--- src/rtl/alu_req_arbiter.sv ---
// alu_req_arbiter
// Shares one external combinational ALU between two requesters. Each
// request is accepted with a valid/ready handshake. Its operands and opcode
// are registered onto the ALU inputs. The result is captured one cycle later
// and returned on a per-requester response handshake. Grants alternate
// round-robin, and only one operation is in flight at a time.
//
// Optional feature: define ALU_OPCODE_CHECK_EN to reject unknown opcodes.
// A rejected opcode is never issued to the ALU. It gets an immediate
// response with o_rsp_data = 0 and o_rsp_err = 1. When the macro is
// undefined, o_rsp_err is always 0.
//
// Ports
//   clock                 rising-edge clock
//   i_reset               synchronous reset, active low
//   i_req_valid/o_req_ready[1:0]   request handshake, bit g = requester g
//   i_a0/i_b0/i_op0       requester 0 payload
//   i_a1/i_b1/i_op1       requester 1 payload
//   o_alu_a/b/op          registered ALU inputs
//   i_alu_result          combinational ALU result
//   o_rsp_valid/i_rsp_ready[1:0]   response handshake
//   o_rsp_data, o_rsp_err captured result and illegal-opcode flag
//   o_busy                high while an operation is outstanding
module alu_req_arbiter #(
  parameter int NB_AB = 4,
  parameter int NB_OP = 6
) (
  input  logic             clock,
  input  logic             i_reset,
  input  logic [1:0]       i_req_valid,
  output logic [1:0]       o_req_ready,
  input  logic [NB_AB-1:0] i_a0,
  input  logic [NB_AB-1:0] i_b0,
  input  logic [NB_OP-1:0] i_op0,
  input  logic [NB_AB-1:0] i_a1,
  input  logic [NB_AB-1:0] i_b1,
  input  logic [NB_OP-1:0] i_op1,
  output logic [NB_AB-1:0] o_alu_a,
  output logic [NB_AB-1:0] o_alu_b,
  output logic [NB_OP-1:0] o_alu_op,
  input  logic [NB_AB-1:0] i_alu_result,
  output logic [1:0]       o_rsp_valid,
  input  logic [1:0]       i_rsp_ready,
  output logic [NB_AB-1:0] o_rsp_data,
  output logic             o_rsp_err,
  output logic             o_busy
);

  typedef enum logic [1:0] {IDLE, EXEC, RESP} state_t;

  state_t           state_q, state_d;
  logic             gnt_q, gnt_d;    // requester owning the current operation
  logic             prio_q, prio_d;  // requester that wins a tie
  logic [NB_AB-1:0] alu_a_q, alu_a_d, alu_b_q, alu_b_d;
  logic [NB_OP-1:0] alu_op_q, alu_op_d;
  logic [NB_AB-1:0] rsp_data_q, rsp_data_d;
  logic             err_q, err_d;

  logic             sel;
  logic [NB_AB-1:0] cur_a, cur_b;
  logic [NB_OP-1:0] cur_op;
  logic             op_legal;

  // Grant selection. Whenever any valid bit is set, sel points at a set bit.
  always_comb begin
    case (i_req_valid)
      2'b01:   sel = 1'b0;
      2'b10:   sel = 1'b1;
      default: sel = prio_q;
    endcase
    o_req_ready = 2'b00;
    if (state_q == IDLE && i_reset && (|i_req_valid)) o_req_ready[sel] = 1'b1;
    cur_a  = sel ? i_a1  : i_a0;
    cur_b  = sel ? i_b1  : i_b0;
    cur_op = sel ? i_op1 : i_op0;
  end

`ifdef ALU_OPCODE_CHECK_EN
  always_comb begin
    case (cur_op)
      6'b100000, 6'b100010, 6'b100100, 6'b100101,
      6'b100110, 6'b000011, 6'b000010, 6'b100111: op_legal = 1'b1;
      default:                                    op_legal = 1'b0;
    endcase
  end
`else
  // Without the check, err_d is never set and err_q stays at 0.
  assign op_legal = 1'b1;
`endif

  always_comb begin
    state_d    = state_q;
    gnt_d      = gnt_q;
    prio_d     = prio_q;
    alu_a_d    = alu_a_q;
    alu_b_d    = alu_b_q;
    alu_op_d   = alu_op_q;
    rsp_data_d = rsp_data_q;
    err_d      = err_q;
    case (state_q)
      IDLE: if (|o_req_ready) begin
        gnt_d = sel;
        if (op_legal) begin
          alu_a_d  = cur_a;
          alu_b_d  = cur_b;
          alu_op_d = cur_op;
          err_d    = 1'b0;
          state_d  = EXEC;
        end else begin
          // An illegal opcode never reaches the ALU, so EXEC is skipped.
          rsp_data_d = '0;
          err_d      = 1'b1;
          state_d    = RESP;
        end
      end
      EXEC: begin
        rsp_data_d = i_alu_result;
        state_d    = RESP;
      end
      RESP: if (i_rsp_ready[gnt_q]) begin
        prio_d  = ~gnt_q;
        state_d = IDLE;
      end
      default: state_d = IDLE;
    endcase
  end

  always_ff @(posedge clock) begin
    if (!i_reset) begin
      state_q    <= IDLE;
      gnt_q      <= 1'b0;
      prio_q     <= 1'b0;
      alu_a_q    <= '0;
      alu_b_q    <= '0;
      alu_op_q   <= '0;
      rsp_data_q <= '0;
      err_q      <= 1'b0;
    end else begin
      state_q    <= state_d;
      gnt_q      <= gnt_d;
      prio_q     <= prio_d;
      alu_a_q    <= alu_a_d;
      alu_b_q    <= alu_b_d;
      alu_op_q   <= alu_op_d;
      rsp_data_q <= rsp_data_d;
      err_q      <= err_d;
    end
  end

  assign o_alu_a     = alu_a_q;
  assign o_alu_b     = alu_b_q;
  assign o_alu_op    = alu_op_q;
  assign o_rsp_data  = rsp_data_q;
  assign o_rsp_err   = err_q;
  assign o_rsp_valid = (state_q == RESP) ? (gnt_q ? 2'b10 : 2'b01) : 2'b00;
  assign o_busy      = (state_q != IDLE);

endmodule
--- config.mk ---
export PLATFORM = sky130hd
export DESIGN_NAME = alu_req_arbiter
export DESIGN_NICKNAME = d
export VERILOG_FILES = /design/src/rtl/alu_req_arbiter.sv
export SDC_FILE = /design/constraint.sdc
export NUM_CORES = 1
export LEC_CHECK = 0
export ABC_AREA = 1
export ABC_CLOCK_PERIOD_IN_PS = 4830
export CELL_PAD_IN_SITES_DETAIL_PLACEMENT = 1
export CELL_PAD_IN_SITES_GLOBAL_PLACEMENT = 1
export CORE_MARGIN = 2
export CORE_UTILIZATION = 27
export CTS_CLUSTER_DIAMETER = 40
export DETAILED_ROUTE_END_ITERATION = 10
export HOLD_SLACK_MARGIN = 0.15
export PLACE_DENSITY_LB_ADDON = 0.1
export SLEW_MARGIN = 10
export SYNTH_ARGS = -nofsm -noshare
export SYNTH_HDL_FRONTEND = slang
export SYNTH_SLANG_ARGS = --single-unit
--- constraint.sdc ---
create_clock -name clock -period 4.83 [get_ports clock]
set_input_delay 1.449 -clock clock [delete_from_list [all_inputs] [get_ports clock]]
set_output_delay 1.449 -clock clock [all_outputs]
set_load 0.005 [all_outputs]
# Yosys cells after proc, flatten, opt, wreduce, memory -nomap -nowiden
# Index checks and enable logic that the tools add are counted.
# word_totals
inputBits	38
ramBits	0
rom_bits	0
out_inout_bits	24
latch_bits	0
register_bits	22
n_memories	0
# classes
bitwise	1
n_div	0
n_mux	14
n_eq_ne	6
n_reduce_logical	10
shift	0
order_cmp	3
addsub	0
multipliers	0
# op_table
cell	n
2-bit two-way mux	5
4-bit two-way mux	2
6-bit two-way mux	1
2-bit one-hot mux with 3 select lines	1
2-bit AND reduction	3
2-bit by 1-bit equality test with 1-bit output, second input constant	2
2-bit equality test, second input constant	2
1-bit by 2-bit less-than comparator with 1-bit output, second input constant	2
2-bit OR reduction	2
1-bit logical AND	3
1-bit two-way mux	3
2-bit zero test	1
2-bit by 1-bit inequality test with 1-bit output, second input constant	1
2-bit inequality test, second input constant	1
1-bit one-hot mux with 2 select lines	1
2-bit nonzero test	1
1-bit demux with 1-bit select	1
1-bit greater-or-equal comparator, second input constant	1
1-bit NOT	1

# Logic depth before layout (Yosys ltp)
# depth
ltp_word	10
mapped_depth	9
mapped_depth_nobuf	8

# Least setup slack after synthesis
# No wires, ideal clock.
# synth_path
path_kind	input to output
start	input port i_req_valid[0]
end	output port o_req_ready[0]
path_slack_ps	1053
t_arrival_ps	2328
path_stages	6
t_required_ps	3381
n_path_buf	1
cell_sequence	inv_1 -> ha_1 -> inv_2 -> nand2_1 -> buf_2 -> a21oi_1
# synth_via
elab_chain_len	7
word_cells_on_any_way	11
# synth_rtl
item	line	rtl
start: declaration	30	input logic [1:0] i_req_valid,
2-bit equality test / 2-bit by 1-bit equality test with 1-bit output (equally long branches)	66	case (i_req_valid)
1-bit one-hot mux with 2 select lines	66	
1-bit by 2-bit less-than comparator with 1-bit output (not written as such) / 1-bit greater-or-equal comparator (equally long branches)	72	if (state_q == IDLE && i_reset && (|i_req_valid)) o_req_ready[sel] = 1'b1;
1-bit logical AND (not written as such)	72	
1-bit two-way mux (not written as such)	72	
1-bit demux with 1-bit select	72	
2-bit two-way mux (*)	72	
end: declaration	31	output logic [1:0] o_req_ready,
# Every way passes the cells marked *; elsewhere a longest branch is shown, timed or not.

# Final worst setup path
# layout_path
start	input port i_req_valid[1]
end	output port o_req_ready[0]
# The elaborated chain is that of the path after synthesis.

==> flow_summary_export.csv <==
group,metric,value,unit
critical_path,crit_family,"buffers and inverters",
status,status,"finished, final reports clean",
global_routing,grt_pass1_vias,1281,
cells_and_area,final_cell_count_no_fill,275,
route,vias,1289,
floorplan,die_area,0.00460,mm²
yosys,syn_area_per_cell,6.67,µm²
sta,finalHoldViolCount,0,
route,first_pass_iters,4,
min_path,hold_class,"reg -> reg",
critical_path,crit_chain,"clkdlybuf4s50_1 > inv_1 > ha_1 > inv_2 > nand2_1 > a21oi_1 > clkdlybuf4s50_1",
place,dp.cells,272,
floorplan,start_util,0.277,
critical_path,critPathCaptureType,"primary output",
sta,finalSetupTns,0,ns
place,portBuffers,60,
cells_and_area,fin_util,0.452,
route,wl_per_cell,13.5,µm
cts,cts_resized,0,
place,dp_slack,0.151,ns
sta,period_share,0.967,
cells_and_area,diodes,0,
route,via_per_inst,4.69,
critical_path,cp.arrival,3.22,ns
critical_path,crit_path_max_incr_delay,0.54,ns
yosys,synth_cell_types,18,
place,gp_congestion,0.746,
critical_path,worstSetupPathType,"in -> out",
power,powerDensity,256,mW/mm²
place,hpwl,3.01,mm
cells_and_area,final_area,0.00179,mm²
sta,slew_viol_final,0,
floorplan,rows,23,
yosys,yosys_warnings,0,
critical_path,critPathMostFrequentCell,"clkdlybuf4s50_1",
sta,worst_hold_slack,0.468,ns
power,power,0.460,mW
global_routing,grt_max_degree,18,
route,drt_iter0_markers,39,
floorplan,core,0.00397,mm²
cts,cts_sinks,22,
cts,hold_buffers,0,
power,p_leak,0.747,nW
cts,clock-root-buffer,"clkbuf_8",
critical_path,critPathBufInv,4,
yosys,synth_cells,165,
cts,clk_latency,0.26,ns
critical_path,startpoint_type,"input pin",
cts,post_cts_buffers,0,
global_routing,grt_overflow,0,
route,wl,3.71,mm
floorplan,pin_count,62,
global_routing,grt_pass1_wl,5.90,mm
power,peakVddDrop,0.107,mV
yosys,syn_nets,205,
cells_and_area,syn2layout_area_growth,63.1,%
yosys,synth-seq-cells,22,
global_routing,grtUsageTotal,0.170,
cts,cts_tree,"yes",
sta,setup_viol,0,
yosys,syn_area,0.00110,mm²
route,ant_nets,0,
floorplan,fp.dieH,67.8,µm
cells_and_area,final_common_cell,"clkdlybuf4s50_1",
run,maxCapViolations,0,
cells_and_area,layout_common_cells,"60 x clkdlybuf4s50_1, 54 x nand2_1, 29 x nand3_1, 22 x dfxtp_1, 18 x a21oi_1",
sta,setup_ws,0.160,ns
cts,clk_path_buf_depth,2,
yosys,ys_seq_area_frac,0.400,
floorplan,dieWidth,67.8,µm
sta,min_period,4.67,ns
sta,rsz0062_at_grt,"no",
critical_path,crit_required,3.38,ns
cts,cts_buffers,3,
cts,clk_pin_slew,0.08,ns
cells_and_area,drive_gt1_frac,0.0711,
place,place_area,0.00175,mm²
cts,htree_levels,1,
critical_path,crit_fanout,3,
sta,timing.fmax,214,MHz
critical_path,crit_slowest_cell,"clkdlybuf4s50_1",
route,drc,0,
sta,fin_skew,0.00372,ns
cells_and_area,final_nets,267,
global_routing,antenna_found_initial,0,
-- tightest hold or removal path: cells and delay by family, from the launching register on --
family	cells	cell delay [ns]
compound gates	1	0.05
flops	1	0.32
simple gates	1	0.06
-- where the power goes --
group,internal (mW),switching [mW],total (mW)
registers,0.197,0.00887,0.205
logic,0.0779,0.0647,0.143
clock network,0.0556,0.0564,0.112
-- sequential cells by signal, summed over array words and instances, names as in the netlist --
register	count
o_alu_b	4
o_rsp_data	4
o_alu_op	6
o_alu_a	4
state_q	2
gnt_q	1
prio_q	1
-- synth_stat cells --
cell / n / area (µm²)
nand2_1: 54 / 203
a21oi_1: 18 / 90.1
o21ai_1: 1 / 5.00
inv_1: 6 / 22.5
nor2_4: 1 / 11.3
conb_1: 1 / 3.75
ha_1: 2 / 25.0
dfxtp_1: 22 / 440
nor2_1: 12 / 45.0
nand3_4: 1 / 17.5
buf_2: 5 / 25.0
nand3_1: 29 / 145
inv_2: 5 / 18.8
o21ai_0: 4 / 20.0
buf_4: 1 / 7.51
buf_1: 1 / 3.75
clkinv_2: 1 / 5.00
buf_6: 1 / 11.3
-- cell type report --
class | instances | area [µm²]
inverters | 12 | 46.3
well taps | 50 | 62.6
clock buffers | 3 | 41.3
fillers | 510 | 2180
repair buffers | 65 | 638
flip-flops and latches | 22 | 440
multi-input cells | 123 | 566
-- routing by layer --
layer,global-route usage,part of all wire
met5,0,0
met4,0.0375,0.0083
met3,0.0214,0.048
met2,0.357,0.58
met1,0.175,0.36
-- path summary, 6_finish.rpt --
check,cells after the start,slack [ns],endpoint,from
setup / recovery,7,0.16,o_req_ready[0],i_req_valid[1]
hold / removal,2,0.47,o_alu_op[4],o_alu_op[4]
setup reg to reg,6,3.50,gnt_q,state_q[0]
hold reg to reg,2,0.47,o_alu_op[4],o_alu_op[4]
-- cell families (layout without fill, tap and decap cells) --
family                   after synthesis  after routing  synth area share
other                                  1              1           0.00341
AO/OA/AOI/OAI                         23             23             0.105
flip-flops                            22             22             0.400
buffers and inverters                 20             80            0.0853
AND/OR/NAND/NOR                       97             97             0.383
adder cells (fa/ha/maj)                2              2            0.0227
Power figures use the tool's default switching activity.
